### src/rtl/timer_counter_pkg.sv
// Shared definitions for the timer_counter peripheral: register offsets,
// FSM state encodings, MODE constants and CTRL bit layout. Also imported by
// the peripheral bridge and the CP0 interrupt wiring.
package timer_counter_pkg;

    localparam int unsigned DATA_W = 32;
    localparam int unsigned ADDR_W = 30;
    localparam int unsigned CTRL_W = 4;

    // Register offsets, decoded from byte-address bits [3:2]
    localparam logic [1:0] OFF_CTRL   = 2'd0;
    localparam logic [1:0] OFF_PRESET = 2'd1;
    localparam logic [1:0] OFF_COUNT  = 2'd2;

    // CTRL.MODE values; anything other than AUTO_RELOAD counts once
    localparam logic [1:0] MODE_ONE_SHOT    = 2'b00;
    localparam logic [1:0] MODE_AUTO_RELOAD = 2'b01;

    // CTRL bit indices
    localparam int unsigned CTRL_EN_BIT  = 0;
    localparam int unsigned CTRL_MODE_LO = 1;
    localparam int unsigned CTRL_MODE_HI = 2;
    localparam int unsigned CTRL_IM_BIT  = 3;

    typedef enum logic [1:0] {
        ST_IDLE = 2'd0,
        ST_LOAD = 2'd1,
        ST_CNT  = 2'd2,
        ST_INT  = 2'd3
    } tc_state_e;

    // Writable CTRL field layout, MSB first: IM, MODE[1:0], EN
    typedef struct packed {
        logic       im;
        logic [1:0] mode;
        logic       en;
    } tc_ctrl_t;

    function automatic logic is_auto_reload(input logic [1:0] mode);
        return (mode == MODE_AUTO_RELOAD);
    endfunction

endpackage

### src/rtl/timer_counter.sv
// timer_counter: memory-mapped 32-bit down-counting timer with one-shot and
// auto-reload modes and a maskable level interrupt.
//
// Ports:
//   clk    in   system clock, rising edge
//   reset  in   asynchronous active-high reset
//   Addr   in   [29:0] word address (byte address bits [31:2]); only the two
//               LSBs (byte bits [3:2]) select the register
//   WE     in   write strobe, already qualified by address range
//   Din    in   [31:0] write data
//   Dout   out  [31:0] read data, combinational on the register select
//   IRQ    out  interrupt request, level (irq_f & CTRL.IM)
module timer_counter
    import timer_counter_pkg::*;
(
    input  logic        clk,
    input  logic        reset,
    input  logic [29:0] Addr,
    input  logic        WE,
    input  logic [31:0] Din,
    output logic [31:0] Dout,
    output logic        IRQ
);

    tc_state_e           r_state;
    tc_state_e           w_state_nxt;
    tc_ctrl_t            r_ctrl;
    logic [DATA_W-1:0]   r_preset;
    logic [DATA_W-1:0]   r_count;
    logic                r_irq_f;

    logic [1:0]          w_reg_sel;
    logic                w_wr_ctrl;
    logic                w_wr_preset;
    logic                w_auto;
    logic                w_cnt_le1;
    logic                w_addr_unused;

    // FSM datapath controls
    logic                w_load_cnt;
    logic                w_dec_cnt;
    logic                w_zero_cnt;
    logic                w_set_irq;
    logic                w_clr_irq;
    logic                w_clr_en;

    // Address decode; upper word-address bits are range-decoded by the bridge
    assign w_reg_sel     = Addr[1:0];
    assign w_addr_unused = ^Addr[29:2];
    assign w_wr_ctrl     = WE && (w_reg_sel == OFF_CTRL);
    assign w_wr_preset   = WE && (w_reg_sel == OFF_PRESET);
    assign w_auto        = is_auto_reload(r_ctrl.mode);
    assign w_cnt_le1     = (r_count <= DATA_W'(1));

    // FSM state register
    always_ff @(posedge clk or posedge reset) begin
        if (reset) begin
            r_state <= ST_IDLE;
        end else begin
            r_state <= w_state_nxt;
        end
    end

    // FSM next-state logic
    always_comb begin
        w_state_nxt = r_state;
        case (r_state)
            ST_IDLE: if (r_ctrl.en) w_state_nxt = ST_LOAD;
            ST_LOAD: w_state_nxt = ST_CNT;
            ST_CNT: begin
                if (!r_ctrl.en) begin
                    w_state_nxt = ST_IDLE;
                end else if (w_cnt_le1) begin
                    w_state_nxt = ST_INT;
                end
            end
            ST_INT:  w_state_nxt = ST_IDLE;
            default: w_state_nxt = ST_IDLE;
        endcase
    end

    // FSM outputs driving the counter, CTRL.EN and irq_f
    always_comb begin
        w_load_cnt = 1'b0;
        w_dec_cnt  = 1'b0;
        w_zero_cnt = 1'b0;
        w_set_irq  = 1'b0;
        w_clr_irq  = 1'b0;
        w_clr_en   = 1'b0;
        case (r_state)
            ST_LOAD: w_load_cnt = 1'b1;
            ST_CNT: begin
                if (r_ctrl.en) begin
                    if (w_cnt_le1) begin
                        // PRESET of 0 lands here too, so it behaves like 1
                        w_zero_cnt = 1'b1;
                        w_set_irq  = 1'b1;
                    end else begin
                        w_dec_cnt = 1'b1;
                    end
                end
            end
            ST_INT: begin
                if (w_auto) begin
                    w_clr_irq = 1'b1;
                end else begin
                    w_clr_en = 1'b1;
                end
            end
            default: ;
        endcase
    end

    // CTRL register; a bus write beats the one-shot EN clear in INT
    always_ff @(posedge clk or posedge reset) begin
        if (reset) begin
            r_ctrl <= '0;
        end else if (w_wr_ctrl) begin
            r_ctrl <= tc_ctrl_t'(Din[CTRL_W-1:0]);
        end else if (w_clr_en) begin
            r_ctrl.en <= 1'b0;
        end
    end

    // PRESET register; only sampled into COUNT on LOAD
    always_ff @(posedge clk or posedge reset) begin
        if (reset) begin
            r_preset <= '0;
        end else if (w_wr_preset) begin
            r_preset <= Din;
        end
    end

    // COUNT register; not bus-writable
    always_ff @(posedge clk or posedge reset) begin
        if (reset) begin
            r_count <= '0;
        end else if (w_load_cnt) begin
            r_count <= r_preset;
        end else if (w_dec_cnt) begin
            r_count <= r_count - DATA_W'(1);
        end else if (w_zero_cnt) begin
            r_count <= '0;
        end
    end

    // Interrupt flag; a terminal count in the same cycle as a CTRL write is
    // kept so the event is not lost
    always_ff @(posedge clk or posedge reset) begin
        if (reset) begin
            r_irq_f <= 1'b0;
        end else if (w_set_irq) begin
            r_irq_f <= 1'b1;
        end else if (w_wr_ctrl || w_clr_irq) begin
            r_irq_f <= 1'b0;
        end
    end

    // Read mux
    always_comb begin
        Dout = '0;
        case (w_reg_sel)
            OFF_CTRL:   Dout = {{(DATA_W-CTRL_W){1'b0}}, r_ctrl};
            OFF_PRESET: Dout = r_preset;
            OFF_COUNT:  Dout = r_count;
            default:    Dout = '0;
        endcase
    end

    assign IRQ = r_irq_f & r_ctrl.im;

endmodule

### config.mk
export PLATFORM = sky130hd
export DESIGN_NAME = timer_counter
export DESIGN_NICKNAME = d
export VERILOG_FILES = /design/src/rtl/timer_counter_pkg.sv /design/src/rtl/timer_counter.sv
export SDC_FILE = /design/constraint.sdc
export NUM_CORES = 1
export LEC_CHECK = 0
export BUFFER_PORTS_ARGS = -buffer_cell sky130_fd_sc_hd__buf_2
export CORE_UTILIZATION = 54
export DETAILED_ROUTE_END_ITERATION = 6
export HOLD_SLACK_MARGIN = 0.12
export PLACE_DENSITY = 0.81
export SLEW_MARGIN = 20
export SYNTH_ARGS = -nofsm -noshare
export SYNTH_HDL_FRONTEND = slang
export SYNTH_SLANG_ARGS = --single-unit
### constraint.sdc
create_clock -name clk -period 3.2 [get_ports clk]
set_input_delay 0.32 -clock clk [delete_from_list [all_inputs] [get_ports clk]]
set_output_delay 0.32 -clock clk [all_outputs]
set_load 0.005 [all_outputs]
==> flow_metrics.env, run 1 <==
export IMPL_cp_end_kind="flip-flop"
export IMPL_start_kind="flip-flop"
export IMPL_synth_area_leader_cell="dfrtp_1"
export IMPL_grt_use_total_pct=26.3
export IMPL_yosys_top_cells_count="dfrtp_1 (71), mux2_2 (35), nand2_1 (28)"
export IMPL_global_route_usage_met1_pct=35.2
export IMPL_ctsHoldBuffers=0
export IMPL_diodes=0
export IMPL_synth_flop_cell="dfrtp_1"
export IMPL_synth_edf_count=0
export IMPL_period_minus_slack_ns=2.76
export IMPL_critPathMaxFanout=15
export IMPL_place_area_um2=4400
export IMPL_syn_cell_area_um2=4020
export IMPL_die_h_um=88.3
export IMPL_power_mw=3.50
export IMPL_dr_pass1_iters=4
export IMPL_r2r_end="r_count[29]"
export IMPL_hold_violations=0
export IMPL_grt_pass1_vias=3268
export IMPL_yosysTopAreaCellShare_pct=44.2
export IMPL_drive_gt1_share_pct=30.8
export IMPL_first_iter_violations=247
export IMPL_finClkSkew_ns=0.0156
export IMPL_async_reset_ff_share_pct=100
export IMPL_crit_arrival_ns=3.00
export IMPL_drv_cap=0
export IMPL_wl_per_cell_um=17.3
export IMPL_drc=0
export IMPL_use_met2_pct=42.4
export IMPL_h_tree_depth=3
export IMPL_utilization_pct=64.0
export IMPL_grt_antenna_before_repair=0
export IMPL_numPortBuffers=69
export IMPL_top_usage_layer="met2"
export IMPL_synth_warnings=0
export IMPL_tns_ns=0
export IMPL_final_area_um2=4620
export IMPL_placedCellCount=548
export IMPL_fmax_mhz=362
export IMPL_syn_inst=400
export IMPL_power_density_nw_per_um2=757
export IMPL_final_max_slew_viol_count=0
export IMPL_cp_required_ns=3.44
export IMPL_rrSetupSlack_ns=0.44
export IMPL_final_nets=527
export IMPL_yosys_top_cells_area="dfrtp_1 (44%), mux2_2 (9.8%), a22o_1 (5.9%), o21ai_0 (3.0%), nor4_1 (3.0%)"
export IMPL_layout_area_seq_um2=1780
export IMPL_syn_num_nets=467
export IMPL_r2r_start="r_count[26]"
export IMPL_leakage_nw=1.98
export IMPL_ys_seq_elements=71
export IMPL_initial_core_util_pct=55.8
export IMPL_whs_ns=0.143
export IMPL_routed_wirelength_um=9750
export IMPL_post_cts_setup_buffers=0
export IMPL_rsz0062_at_grt="false"
export IMPL_routed_via_density=6.19
export IMPL_clk_pin_slew_worst_paths_ns=0.08
export IMPL_status="finished clean"
export IMPL_die_w_um=88.3
export IMPL_drtAntennaViolNets=0
export IMPL_gp_congestion=0.939
export IMPL_ir_drop_uv=319
export IMPL_fin_crit_sh_pct=86.4
export IMPL_fill_cells=627
export IMPL_rows=31
export IMPL_io_pin_count=98
export IMPL_synth_most_common_cell="dfrtp_1"
export IMPL_hp_class="input port to async pin"
export IMPL_syn2layout_area_growth_pct=14.8
export IMPL_overflow=0
export IMPL_yosysUniqueCellTypes=54
export IMPL_dp_hpwl_um=6700
export IMPL_num_vias=3493
export IMPL_multi_input_area_um2=2080
export IMPL_die_area_um2=7800
export IMPL_cts_repair_resized=0
export IMPL_ys_seq_area_share_pct=44.2
export IMPL_clockRootBuffer="clkbuf_8"
export IMPL_grt_max_degree=42
export IMPL_grt_first_pass_wirelength_um=15600
export IMPL_cts_sinks=71
export IMPL_worst_slew_pin_transition_ns=0.998
export IMPL_finalWorstSetupSlack_ns=0.436
export IMPL_avgSynthCellArea_um2=10.1
export IMPL_reg2regPathDepth=5
export IMPL_fin_cells=564
export IMPL_core_region_area_um2=7210
export IMPL_clk_latency_ns=0.36
export IMPL_clk_path_buf_depth=2
export IMPL_cts_tree="built"
export IMPL_worst_setup_path_type="flip-flop to flip-flop"
export IMPL_slew_headroom_pct=33.2
export IMPL_cts_buffers_inserted=9
export IMPL_report_final_setup_viol=0
export IMPL_grtUsageMet3_pct=5.60
export IMPL_place_ws_ns=0.453
-- critical path, stage by stage (launching register included) --
cell and delay, ns:
dfrtp_1 0.45, or4_4 0.59, or4_4 0.58, o31ai_4 0.53
o21ai_0 0.19, a211o_1 0.31
-- logic make-up after synthesis --
| logic type | share of synthesized area, % |
|---|---|
| fa+ha+maj | 0.622 |
| compound gates | 19.2 |
| flops | 44.2 |
| xor+xnor | 1.09 |
| buf+inv | 4.32 |
| simple gates | 19.8 |
| mux | 10.8 |
-- worst max path at each step --
| stage | start | end | slack, ns | cells after the start |
|---|---|---|---|---|
| floorplan | r_count[26] | r_count[25] | 0.84 | 6 |
| global placement | r_count[26] | r_count[29] | 0.50 | 5 |
| detailed placement | r_count[26] | r_count[25] | 0.45 | 5 |
| CTS | r_count[26] | r_count[29] | 0.45 | 5 |
| global route | r_count[26] | r_count[25] | 0.27 | 5 |
| finish | r_count[26] | r_count[29] | 0.44 | 5 |
-- power by group --
part           leakage [nW]  switching [mW]  total [mW]  internal (mW)
registers             0.851           0.402        1.58           1.18
logic                  1.02           0.596        1.13          0.532
clock network         0.102           0.350       0.787          0.436
total                  1.98            1.35        3.50           2.15
-- layer usage --
layer / share of wire, % / vias to the layer above
met5: 0 / -
met4: 1.6 / 0
met3: 5.7 / 15
met2: 47 / 131
met1: 46 / 1707
li1: - / 1640
-- registers in the layout, summed over array words and instances, names as in the netlist --
register  count
r_count      32
r_ctrl        4
r_irq_f       1
r_preset     32
r_state       2
-- area by class of cell --
| class | count | share of cell area (%) |
|---|---|---|
| multi-input combinational | 295 | 45.0 |
| sequential | 71 | 38.5 |
| timing repair buffer | 76 | 8.62 |
| clock buffer | 10 | 2.76 |
| tap | 99 | 2.68 |
| clock inverter | 6 | 1.84 |
| inverter | 7 | 0.569 |
-- cell usage in the layout (no fill, tap or decap), types with 5 or more instances in the layout --
cell type,count
or3_1,10
xnor2_1,5
o31ai_1,5
nand3_1,11
o21ai_0,24
inv_1,6
buf_2,69
nand2_1,28
nor4_1,19
nor3_1,18
nor2_1,21
a22oi_1,5
a31oi_1,6
mux2_2,35
clkbuf_8,9
buf_4,7
a22o_1,27
and2_1,5
dfrtp_1,71
a21oi_1,15
No activity file was read; power rests on OpenSTA's default activity.
==> run 2, diff against run 1 <==
--- a/config.mk
+++ b/config.mk
@@ -5,11 +5,11 @@
 export SDC_FILE = /design/constraint.sdc
 export NUM_CORES = 1
 export LEC_CHECK = 0
-export BUFFER_PORTS_ARGS = -buffer_cell sky130_fd_sc_hd__buf_2
-export CORE_UTILIZATION = 54
+export BUFFER_PORTS_ARGS = -buffer_cell sky130_fd_sc_hd__buf_4
+export CORE_UTILIZATION = 49
 export DETAILED_ROUTE_END_ITERATION = 6
 export HOLD_SLACK_MARGIN = 0.12
-export PLACE_DENSITY = 0.81
+export PLACE_DENSITY = 0.77
 export SLEW_MARGIN = 20
 export SYNTH_ARGS = -nofsm -noshare
 export SYNTH_HDL_FRONTEND = slang
==> constraint.sdc (replaced) <==
create_clock -name clk -period 2.45 [get_ports clk]
set_input_delay 0.245 -clock clk [delete_from_list [all_inputs] [get_ports clk]]
set_output_delay 0.245 -clock clk [all_outputs]
set_load 0.005 [all_outputs]
==> run 2 against run 1 <==
Compared with the run above: via count up 5.9%; clock power up 13%; largest cell class unchanged; count of clock-buffer cells in the layout up 1; highest routed layer unchanged; clock skew down 0.0080 ns; critical path type unchanged; critical path depth up 4; utilization up 2.6 points; combinational power up 69%.
==> flow_metrics.env, run 2 (same netlist as run 1, synthesis figures left out) <==
export IMPL_clk_latency_ns=0.35
export IMPL_cts_buffers_inserted=9
export IMPL_worst_slew_pin_transition_ns=0.898
export IMPL_whs_ns=0.130
export IMPL_hold_violations=0
export IMPL_rsz0062_at_grt="false"
export IMPL_rrSetupSlack_ns=0.09
export IMPL_r2r_end="r_count[31]"
export IMPL_dr_pass1_iters=5
export IMPL_diodes=0
export IMPL_wl_per_cell_um=17.5
export IMPL_r2r_start="r_count[1]"
export IMPL_clockRootBuffer="clkbuf_8"
export IMPL_cts_tree="built"
export IMPL_crit_slowest_cell="or4_2"
export IMPL_power_mw=4.78
export IMPL_crit_path_end="r_count[31]"
export IMPL_clk_pin_slew_worst_paths_ns=0.07
export IMPL_drv_cap=0
export IMPL_tns_ns=0
export IMPL_first_iter_violations=273
export IMPL_cp_startpoint="r_count[1]"
export IMPL_utilization_pct=66.6
export IMPL_syn2layout_area_growth_pct=29.9
export IMPL_fmax_mhz=423
export IMPL_routed_via_density=5.99
export IMPL_grt_antenna_before_repair=0
export IMPL_dp_hpwl_um=7230
export IMPL_final_cell_mix="buf_4 (102), dfrtp_1 (71), mux2_2 (35)"
export IMPL_worst_setup_path_type="flip-flop to flip-flop"
export IMPL_grt_use_total_pct=26.3
export IMPL_cts_sinks=71
export IMPL_core_region_area_um2=7850
export IMPL_cp_cell_sequence="inv_1 > ha_1 > nor2_1 > or4_4 > o31ai_4 > buf_6 > buf_6 > or4_2 > nand4_1"
export IMPL_grt_first_pass_wirelength_um=17700
export IMPL_fin_crit_sh_pct=96.5
export IMPL_power_density_nw_per_um2=915
export IMPL_largestRegisters="r_count: 32 flops, r_preset: 32 flops, r_ctrl: 4 flops"
export IMPL_numPortBuffers=69
export IMPL_drc=0
export IMPL_leakage_nw=2.25
export IMPL_layout_commonest_cell="buf_4"
export IMPL_crit_arrival_ns=2.65
export IMPL_gp_congestion=0.885
export IMPL_critPathMaxFanout=7
export IMPL_overflow=0
export IMPL_drtAntennaViolNets=0
export IMPL_die_area_um2=8580
export IMPL_max_stage_delay_ns=0.60
export IMPL_routed_wirelength_um=10800
export IMPL_reg2regPathDepth=9
export IMPL_drive_gt1_share_pct=33.4
export IMPL_fill_cells=639
export IMPL_report_final_setup_viol=0
export IMPL_cp_end_kind="flip-flop"
export IMPL_finClkSkew_ns=0.00762
export IMPL_period_minus_slack_ns=2.36
export IMPL_grt_max_degree=72
export IMPL_place_ws_ns=0.0220
export IMPL_die_w_um=92.6
export IMPL_clk_path_buf_depth=2
export IMPL_grt_pass1_vias=3718
export IMPL_cp_required_ns=2.73
export IMPL_initial_core_util_pct=51.3
export IMPL_ir_drop_uv=467
export IMPL_crit_top_cell="buf_6"
export IMPL_num_vias=3698
export IMPL_rows=32
export IMPL_io_pin_count=98
export IMPL_start_kind="flip-flop"
export IMPL_final_max_slew_viol_count=0
export IMPL_slew_headroom_pct=40.0
export IMPL_hp_class="input port to flip-flop"
export IMPL_finalWorstSetupSlack_ns=0.0869
export IMPL_status="finished clean"
export IMPL_h_tree_depth=3
export IMPL_die_h_um=92.6
export IMPL_final_nets=578
run 2: cell types whose count changed in the layout (fill, tap and decap cells not counted), sizes merged:
cell,delta
clkbuf,+1
clkinvlp,-1
dlygate4sd3,+21
bufinv,-1
buf,+30
run 2: what timing repair did:
action,CTS,global route
setup buffers,0,1
gates resized for setup,0,5
endpoints found under the hold margin,90,1
hold buffers,20,1
endpoints found under the setup margin,0,4
run 2: area by class of cell:
cell class / instances / area [µm²] / area share [%]
tap: 102 / 128 / 2.44
clock inverter: 4 / 47.5 / 0.910
inverter: 7 / 26.3 / 0.503
sequential: 71 / 1780 / 34.0
timing repair buffer: 127 / 1030 / 19.7
clock buffer: 11 / 131 / 2.51
multi-input combinational: 295 / 2090 / 39.9
run 2: worst max-delay path, delay by kind of cell (launching register included):
kind	cells	cell delay, ns
AND/OR/NAND/NOR	4	1.16
AO/OA/AOI/OAI	1	0.07
adder cells (fa/ha/maj)	1	0.24
flip-flops	1	0.45
buffers and inverters	3	0.38
run 2: where the power goes:
group	switching [mW]	internal, mW	leakage [nW]
clock network	0.429	0.462	0.0892
registers	0.434	1.54	0.851
logic	0.949	0.966	1.31
run 2: per-stage QoR:
step	instance area, µm²	cells
after floorplan	4020	400
after global placement	4810	580
after detailed placement	4810	580
after CTS	5190	615
after global routing	5230	617
final	5230	617
run 2: worst min path at each step:
| stage | startpoint | endpoint | slack [ns] | cells after the start |
|---|---|---|---|---|
| floorplan | Din[0] | r_ctrl[0] | 0.36 | 2 |
| global placement | reset | r_preset[27] | 0.36 | 3 |
| detailed placement | reset | r_preset[27] | 0.36 | 3 |
| CTS | Din[24] | r_preset[24] | 0.12 | 2 |
| global route | Din[5] | r_preset[5] | 0.12 | 2 |
| finish | Din[21] | r_preset[21] | 0.13 | 2 |
run 2: per-layer routing:
metal	GRT usage, %	routed length, µm	up-vias
li1	-	-	1748
met1	34.3	4770	1798
met2	44.5	5340	136
met3	4.68	505	16
met4	8.20	167	0
met5	0	0	-
==> run 3, diff against run 2 <==
--- a/config.mk
+++ b/config.mk
@@ -5,11 +5,11 @@
 export SDC_FILE = /design/constraint.sdc
 export NUM_CORES = 1
 export LEC_CHECK = 0
-export BUFFER_PORTS_ARGS = -buffer_cell sky130_fd_sc_hd__buf_4
+export BUFFER_PORTS_ARGS = -buffer_cell sky130_fd_sc_hd__buf_2
 export CORE_UTILIZATION = 49
 export DETAILED_ROUTE_END_ITERATION = 6
 export HOLD_SLACK_MARGIN = 0.12
-export PLACE_DENSITY = 0.77
+export PLACE_DENSITY_LB_ADDON = 0.12
 export SLEW_MARGIN = 20
 export SYNTH_ARGS = -nofsm -noshare
 export SYNTH_HDL_FRONTEND = slang
==> run 3 against run 2 <==
Compared with the run above: fmax decreased by 1.1%; utilization decreased by 0.61 points; critical path type unchanged; global-route usage increased by 0.62 points; highest routed layer unchanged; sequential share of layout area increased by 0.31 points; first-iteration DRC count increased by 3.3%; worst setup slack got worse by 0.025 ns; die area unchanged; critical path depth decreased by 2; cell count increased by 1.6%.
==> flow_metrics.env, run 3 (same netlist as run 1, synthesis figures left out) <==
export IMPL_status="finished clean"
export IMPL_cp_required_ns=2.71
export IMPL_numPortBuffers=69
export IMPL_cts_tree="built"
export IMPL_start_kind="flip-flop"
export IMPL_die_h_um=92.6
export IMPL_grt_first_pass_wirelength_um=17800
export IMPL_tns_ns=0
export IMPL_clk_path_buf_depth=2
export IMPL_fmax_mhz=419
export IMPL_overflow=0
export IMPL_largestRegisters="r_count: 32 flops, r_preset: 32 flops, r_ctrl: 4 flops"
export IMPL_wl_per_cell_um=17.2
export IMPL_period_minus_slack_ns=2.39
export IMPL_final_max_slew_viol_count=0
export IMPL_grt_max_degree=39
export IMPL_whs_ns=0.122
export IMPL_slew_headroom_pct=48.0
export IMPL_place_ws_ns=0.0469
export IMPL_hold_violations=0
export IMPL_finClkSkew_ns=0.00782
export IMPL_num_vias=3708
export IMPL_post_cts_setup_buffers=0
export IMPL_leakage_nw=2.26
export IMPL_crit_arrival_ns=2.65
export IMPL_final_cell_mix="dfrtp_1 (71), buf_2 (69), buf_4 (38)"
export IMPL_rsz0062_at_grt="false"
export IMPL_first_iter_violations=282
export IMPL_drv_cap=0
export IMPL_grt_pass1_vias=3635
export IMPL_grt_antenna_before_repair=0
export IMPL_cts_buffers_inserted=9
export IMPL_worst_slew_pin_transition_ns=0.778
export IMPL_power_density_nw_per_um2=949
export IMPL_ir_drop_uv=415
export IMPL_grt_use_total_pct=26.9
export IMPL_hp_class="input port to flip-flop"
export IMPL_layout_commonest_cell="dfrtp_1"
export IMPL_seqPwrFrac_pct=39.8
export IMPL_cts_sinks=71
export IMPL_drive_gt1_share_pct=33.7
export IMPL_report_final_setup_viol=0
export IMPL_clkPwrFrac_pct=22.4
export IMPL_clk_pin_slew_worst_paths_ns=0.08
export IMPL_drc=0
export IMPL_p_int_mw=3.08
export IMPL_routed_wirelength_um=10800
export IMPL_die_w_um=92.6
export IMPL_placedCellCount=583
export IMPL_rrSetupSlack_ns=0.06
export IMPL_rows=32
export IMPL_dr_pass1_iters=6
export IMPL_critPathMaxFanout=8
export IMPL_power_frac_comb_pct=37.8
export IMPL_final_nets=587
export IMPL_syn2layout_area_growth_pct=28.7
export IMPL_io_pin_count=98
export IMPL_dp_hpwl_um=7140
export IMPL_core_region_area_um2=7850
export IMPL_worst_setup_path_type="flip-flop to flip-flop"
export IMPL_drtAntennaViolNets=0
export IMPL_diodes=0
export IMPL_initial_core_util_pct=51.3
export IMPL_finalWorstSetupSlack_ns=0.0614
export IMPL_gp_congestion=0.878
export IMPL_clk_latency_ns=0.37
export IMPL_switching_share_pct=37.3
export IMPL_fin_cells=627
export IMPL_fin_crit_sh_pct=97.5
export IMPL_clockRootBuffer="clkbuf_8"
export IMPL_die_area_um2=8580
export IMPL_cp_end_kind="flip-flop"
export IMPL_routed_via_density=5.91
export IMPL_p_sw_mw=1.83
export IMPL_h_tree_depth=3
## run 3: cell count changes in the layout (fill, tap and decap cells not counted), sizes merged
cell         delta
buf             +2
clkinvlp        +1
dlygate4sd3     +7
clkinv          -1
bufinv          +1
## run 3: routing by layer
metal	share of wire, %	vias to the layer above	routed length, µm	GRT usage (%)
met2	46	124	5000	43.2
met5	0	-	0	0
met1	47	1805	5100	36.4
met4	1.8	0	198	11.7
li1	-	1761	-	-
met3	4.4	18	478	3.69
## run 3: cell type report
cell class | count | area [µm²]
clock buffers | 11 | 151
clock inverters | 5 | 80.1
repair buffers | 136 | 931
well taps | 102 | 128
inverters | 7 | 26.3
multi-input cells | 295 | 2080
fillers | 674 | 2670
flip-flops and latches | 71 | 1780
## run 3: through the flow
stage                     power, mW  instance area (µm²)  util [%]
after global placement         3.71                 4660      59.4
after detailed placement       3.76                 4660      59.4
after global routing           5.22                 5180      66.0
final                          4.91                 5180      66.0
after floorplan                3.07                 4020         -
after CTS                      4.90                 5170      65.9
## run 3: worst paths after layout
path / startpoint / to / cells after the start
max: r_count[26] / r_count[19] / 7
min: Din[5] / r_preset[5] / 2
max reg2reg: r_count[26] / r_count[19] / 7
min reg2reg: r_irq_f / r_irq_f / 1
max in group asynchronous: reset / r_count[13] / 4
min in group asynchronous: reset / r_preset[31] / 3
## run 3: what timing repair did
| item | 4_1_cts | 5_1_grt |
|---|---|---|
| gates resized for setup | 0 | 2 |
| hold buffers | 28 | 0 |
| setup endpoints to repair | 0 | 1 |
| hold endpoints to repair | 42 | 0 |
## run 3: worst max-delay path, cell delays in order (launching register included)
cell and delay [ns]:
dfrtp_1 0.38, or4_4 0.55, or4_4 0.55, o31ai_4 0.18, buf_4 0.18, buf_4 0.16
o21ai_0 0.09, a21o_1 0.19
## run 3: power by group through the flow
stage | Combinational, mW | Sequential (mW) | Clock [mW]
5_1_grt | 2.05 | 2.02 | 1.16
2_1_floorplan | 1.20 | 1.87 | 0
3_3_place_gp | 1.76 | 1.95 | 0
4_1_cts | 1.85 | 1.94 | 1.11
6_report | 1.86 | 1.96 | 1.10
3_5_place_dp | 1.80 | 1.96 | 0
